File: config.mk
export PLATFORM = sky130hd
export DESIGN_NAME = if_id_fetch_buffer_flat
export DESIGN_NICKNAME = d
export VERILOG_FILES = /design/src/rtl/if_id_fetch_buffer_if.sv /design/src/rtl/if_id_fetch_buffer.sv /design/src/flat_wrapper.sv
export SDC_FILE = /design/constraint.sdc
export NUM_CORES = 1
export LEC_CHECK = 0
export ABC_AREA = 1
export BUFFER_PORTS_ARGS = -buffer_cell sky130_fd_sc_hd__buf_4
export CORE_ASPECT_RATIO = 0.6
export CORE_MARGIN = 2
export CORE_UTILIZATION = 40
export DETAILED_ROUTE_END_ITERATION = 16
export GPL_TIMING_DRIVEN = 0
export PLACE_DENSITY = 0.65
export SLEW_MARGIN = 10
export SYNTH_ARGS = -nofsm -noshare
export SYNTH_HDL_FRONTEND = slang
export SYNTH_SLANG_ARGS = --single-unit
File: constraint.sdc
create_clock -name clk -period 1.8 [get_ports clk]
set_input_delay 0.09 -clock clk [delete_from_list [all_inputs] [get_ports clk]]
set_output_delay 0.09 -clock clk [all_outputs]
set_load 0.05 [all_outputs]
File: src/rtl/if_id_fetch_buffer_if.sv
// Fetch/decode handshake bundle for the IF->ID decoupling FIFO.
// The master drives fetch, branch and decode-stall signals; the slave is the buffer itself.
interface if_id_fetch_buffer_if;
  logic [31:0] if_PC_out;
  logic [31:0] if_NPC_out;
  logic [31:0] if_IR_out;
  logic        if_valid_inst_out;
  logic        ex_take_branch_out;
  logic        id_stall;
  logic        PC_stall;
  logic [31:0] id_PC_out;
  logic [31:0] id_NPC_out;
  logic [31:0] id_IR_out;
  logic        id_valid_inst_out;

  modport master (
    output if_PC_out, if_NPC_out, if_IR_out, if_valid_inst_out,
    output ex_take_branch_out, id_stall,
    input  PC_stall, id_PC_out, id_NPC_out, id_IR_out, id_valid_inst_out
  );

  modport slave (
    input  if_PC_out, if_NPC_out, if_IR_out, if_valid_inst_out,
    input  ex_take_branch_out, id_stall,
    output PC_stall, id_PC_out, id_NPC_out, id_IR_out, id_valid_inst_out
  );
endinterface

File: src/rtl/if_id_fetch_buffer.sv
// IF->ID instruction FIFO: buffers fetch bundles, presents the oldest to decode,
// back-pressures fetch when full and drops all wrong-path entries on a taken branch.
module if_id_fetch_buffer #(
  parameter int DEPTH = 4
) (
  input logic               clk,
  input logic               rst,
  if_id_fetch_buffer_if.slave bus
);
  localparam int AW = $clog2(DEPTH);
  localparam int CW = AW + 1;

  typedef logic [95:0] entry_t;

  entry_t          mem_q [DEPTH];
  entry_t          mem_d [DEPTH];
  logic [AW-1:0]   rd_ptr_q, rd_ptr_d;
  logic [AW-1:0]   wr_ptr_q, wr_ptr_d;
  logic [CW-1:0]   count_q, count_d;
  logic            full, empty, flush, push, pop;
  entry_t          head;

  always_comb begin
    full     = (count_q == CW'(DEPTH));
    empty    = (count_q == '0);
    flush    = bus.ex_take_branch_out;
    push     = bus.if_valid_inst_out & ~full & ~flush;
    pop      = ~empty & ~flush & ~bus.id_stall;
    mem_d    = mem_q;
    rd_ptr_d = rd_ptr_q;
    wr_ptr_d = wr_ptr_q;
    count_d  = count_q;
    // Flush only resets bookkeeping; stale storage is unreachable once count is 0.
    if (flush) begin
      rd_ptr_d = '0;
      wr_ptr_d = '0;
      count_d  = '0;
    end else begin
      if (push) begin
        mem_d[wr_ptr_q] = {bus.if_PC_out, bus.if_NPC_out, bus.if_IR_out};
        wr_ptr_d        = wr_ptr_q + AW'(1);
      end
      if (pop) begin
        rd_ptr_d = rd_ptr_q + AW'(1);
      end
      case ({push, pop})
        2'b10:   count_d = count_q + CW'(1);
        2'b01:   count_d = count_q - CW'(1);
        default: count_d = count_q;
      endcase
    end
  end

  always_ff @(posedge clk or negedge rst) begin
    if (!rst) begin
      rd_ptr_q <= '0;
      wr_ptr_q <= '0;
      count_q  <= '0;
      for (int i = 0; i < DEPTH; i++) begin
        mem_q[i] <= '0;
      end
    end else begin
      rd_ptr_q <= rd_ptr_d;
      wr_ptr_q <= wr_ptr_d;
      count_q  <= count_d;
      mem_q    <= mem_d;
    end
  end

  // Head data is forced to zero when empty so decode never sees a stale bundle.
  assign head                  = empty ? '0 : mem_q[rd_ptr_q];
  assign bus.PC_stall          = full;
  assign bus.id_valid_inst_out = ~empty & ~flush;
  assign bus.id_PC_out         = head[95:64];
  assign bus.id_NPC_out        = head[63:32];
  assign bus.id_IR_out         = head[31:0];
endmodule
File: src/flat_wrapper.sv
// flat-port wrapper written by rule: the top's interface ports become plain ports
module if_id_fetch_buffer_flat 
#(
  parameter int DEPTH = 4
)
  (clk, rst, bus_if_PC_out, bus_if_NPC_out, bus_if_IR_out, bus_if_valid_inst_out, bus_ex_take_branch_out, bus_id_stall, bus_PC_stall, bus_id_PC_out, bus_id_NPC_out, bus_id_IR_out, bus_id_valid_inst_out);
  if_id_fetch_buffer_if bus_i ();
  input logic clk;
  input logic rst;
  input wire logic [$bits(bus_i.if_PC_out)-1:0] bus_if_PC_out;
  input wire logic [$bits(bus_i.if_NPC_out)-1:0] bus_if_NPC_out;
  input wire logic [$bits(bus_i.if_IR_out)-1:0] bus_if_IR_out;
  input wire logic [$bits(bus_i.if_valid_inst_out)-1:0] bus_if_valid_inst_out;
  input wire logic [$bits(bus_i.ex_take_branch_out)-1:0] bus_ex_take_branch_out;
  input wire logic [$bits(bus_i.id_stall)-1:0] bus_id_stall;
  output wire logic [$bits(bus_i.PC_stall)-1:0] bus_PC_stall;
  output wire logic [$bits(bus_i.id_PC_out)-1:0] bus_id_PC_out;
  output wire logic [$bits(bus_i.id_NPC_out)-1:0] bus_id_NPC_out;
  output wire logic [$bits(bus_i.id_IR_out)-1:0] bus_id_IR_out;
  output wire logic [$bits(bus_i.id_valid_inst_out)-1:0] bus_id_valid_inst_out;
  assign bus_i.if_PC_out = bus_if_PC_out;
  assign bus_i.if_NPC_out = bus_if_NPC_out;
  assign bus_i.if_IR_out = bus_if_IR_out;
  assign bus_i.if_valid_inst_out = bus_if_valid_inst_out;
  assign bus_i.ex_take_branch_out = bus_ex_take_branch_out;
  assign bus_i.id_stall = bus_id_stall;
  assign bus_PC_stall = bus_i.PC_stall;
  assign bus_id_PC_out = bus_i.id_PC_out;
  assign bus_id_NPC_out = bus_i.id_NPC_out;
  assign bus_id_IR_out = bus_i.id_IR_out;
  assign bus_id_valid_inst_out = bus_i.id_valid_inst_out;
  if_id_fetch_buffer #(.DEPTH(DEPTH)) u_core (.clk(clk), .rst(rst), .bus(bus_i));
endmodule
==> impl_metrics.ini <==
[critical_path]
worstPathMaxFanout = 10
slowest_stage = dfrtp_2
crit_type = reg -> out
end_kind = primary output
cp.arrival_ns = 2.13
reg2regPathDepth = 13
cp.depth = 7
max_stage_delay_ns = 0.44
crit_path_frequent_cell = buf_12
path_buf_inv = 4
crit_chain = buf_12 > buf_12 > buf_8 > nor2_1 > o21ai_0 > a21oi_2 > buf_6
startpoint_type = flip-flop
worst_ep_required_time_ns = 1.71
crit_family = buffers and inverters

[floorplan]
coreArea_sq_mm = 0.04656
start_util_pct = 40.77
rows = 61
die_w_um = 285.2
die_h_um = 172.7
io_pins = 199
die_area_sq_mm = 0.04927

[sta]
slew_viol_final = 0
hold_violations = 194
finalCritPeriodShare_pct = 123.1
fin_ws_ns = -0.4155
maxSlewHeadroom_pct = 60.39
hold_slack_ns = -0.5246
rsz0062_at_grt = true
finClkSkew_ns = 0.01851
fmax_mhz = 451.4
finalSetupViolCount = 97
layout_min_cycle_time_ns = 2.215
worst_pin_slew_ns = 0.5922

[synth]
synthTopCellsByCount = nand2_1 (401), dfrtp_1 (391), nor2_1 (384)
synth.top_cell.area_share_pct = 51.54
ys_warn_count = 0
syn-cell-area_sq_mm = 0.01898
yosys.area.top_type = dfrtp_1
synthTopCellsByArea = dfrtp_1 (52%), o21ai_2 (12%), nand2_1 (7.9%)
synth_most_common_cell = nand2_1
synth_seq_cells = 391
synth_nets = 2246
ys_types = 23
synth-edff-count = 0
async_flop_share_pct = 100.0
yosysSeqAreaShare_pct = 51.54
yosys_most_used_dff = dfrtp_1
netlist_instances = 2140
avgSynthCellArea_sq_um = 8.871

[place]
globalplace.congestion = 0.8180
dp_cells = 2972
hpwl_mm = 39.46
port_buffers = 198

[clock_tree]
clk_latency_ns = 0.55
cts_sinks = 391
cts_tree = built
clockRootBuffer = clkbuf_16
cts_buffer_depth = 3
cts-htree-levels = 2
clk_pin_slew_worst_paths_ns = 0.06
numCtsBuffers = 40

[global_route]
overflow = 0
antenna_found_initial = 1
grt_pass1_vias = 16190
grt_start_max_net_pins = 113
grt_pass1_wl_mm = 92.98
grt_usage_pct = 23.91

[final_layout]
layout.nets = 2605
seq_area_sq_mm = 0.009788
final_cells = 3158
final.fill_count = 4148
fin_util_pct = 55.31
syn_to_final_growth_pct = 35.65
multiInputGateArea_sq_mm = 0.008183
drive_gt1_share_pct = 34.59

[routing]
ant_nets = 0
wl_per_cell_um = 18.86
routed_via_density = 5.167
drt_wl_total_mm = 59.55
route.detailed.drc = 0
dr.pass1.iters = 5
vias = 16320
drt_iter0_markers = 1331

[power]
peakVddDrop_v = 0.001439
power_density_mw_per_mm2 = 1953
leakagePower_nw = 11.99

[status]
status = finished, violations left
violations = negative hold slack, negative setup slack

[min_path]
min_path_type = in -> async

[job]
max-cap-violations = 0
## cells by family after synthesis
kind of cell / after synthesis / share of synthesized area (%)
AOI/OAI and AO/OA: 680 / 23.27
xor gates and xnor gates: 1 / 0.04615
and+or+nand+nor: 797 / 16.10
DFF: 391 / 51.54
buffers and inverters: 266 / 8.674
adders and majority gates: 5 / 0.3691
## final timing paths
kind                            slack [ns]          startpoint                end
worst max register to register       -0.12   u_core.count_q[0]  u_core.count_q[2]
worst min-delay path                 -0.52                 rst   u_core.mem_q[18]
worst min register to register        0.48    u_core.mem_q[12]   u_core.mem_q[12]
max in group asynchronous             0.59                 rst   u_core.mem_q[69]
min in group clk                      0.40   bus_if_IR_out[12]   u_core.mem_q[12]
worst max-delay path                 -0.42  u_core.rd_ptr_q[1]   bus_id_PC_out[8]
## sequential cells by signal, summed over array words and instances (netlist names)
register,cells
u_core.mem_q,384
u_core.count_q,3
u_core.rd_ptr_q,2
u_core.wr_ptr_q,2
## per-stage QoR
step	power (W)	setup slack, ns	TNS (ns)	cell area, sq um
2_1_floorplan	0.03078	-0.07776	-0.07776	19350
3_3_place_gp	0.03691	-3.215	-1255.29	21630
3_5_place_dp	0.03758	-0.4393	-38.05	21750
4_1_cts	0.04937	-0.4220	-34.20	25350
5_1_grt	0.05317	-0.4865	-39.53	25750
6_report	0.05029	-0.4155	-30.49	25750
## repair_timing
| action | in CTS | in global routing |
|---|---|---|
| gates cloned | 3 | 3 |
| hold buffers | 100 | 2 |
| buffers inserted | 6 | 2 |
| gates resized for setup | 367 | 161 |
| hold endpoints to repair | 605 | 65 |
| pin swaps | 55 | 30 |
| endpoints found under the setup margin | 97 | 130 |
## worst register-to-register path, delay by kind of cell (launching register included)
kind          cells  cell delay, ns
buf+inv           3            0.26
xor+xnor          1            0.19
flops             1            0.42
fa+ha+maj         1            0.40
simple gates      8            0.55
## cell type report
type                    count  area share, %
diodes                      1       0.009718
plain buffers             157          7.580
clock buffers              57          4.567
clock inverters            13         0.7580
inverters                 108          1.662
multi-input cells        1483          31.78
flip-flops and latches    391          38.01
well taps                 630          3.061
repair buffers            318          12.57
## report_power, final
part	leakage, nW	internal [W]	total, W	switching (W)
Clock	0.673	0.00526	0.00883	0.00357
Sequential	5.01	0.0126	0.0147	0.00211
Combinational	6.30	0.0101	0.0268	0.0166
## layer usage
layer / up-vias / wire [um] / track usage [%]
met5: - / 0 / 0
met1: 7985 / 26870 / 34.80
met2: 528 / 27500 / 37.56
li1: 7713 / - / -
met3: 91 / 3712 / 3.443
met4: 0 / 1472 / 5.977
## layout by cell type (no fill, tap or decap), types with 2 or more instances in the layout
cell	netlist	layout
a21oi_2	0	95
a21oi_4	0	2
buf_12	0	18
buf_16	0	6
buf_2	38	6
buf_4	0	106
buf_6	80	184
buf_8	0	26
bufinv_16	0	5
clkbuf_1	40	9
clkbuf_16	0	48
clkbuf_2	0	6
clkbuf_4	0	7
clkbuf_8	0	13
clkinv_2	0	6
clkinvlp_4	0	2
dfrtp_1	391	388
dfrtp_2	0	3
dlygate4sd3_1	0	101
ha_1	4	4
inv_1	105	104
inv_6	0	2
nand2_1	401	400
nand2_2	1	2
nand2_4	5	5
nand3_1	3	2
nor2_1	384	345
nor2_2	1	25
nor2_4	0	15
o21ai_0	236	119
o21ai_1	75	175
o21ai_2	269	286
No activity file was read; power rests on OpenSTA's default activity.
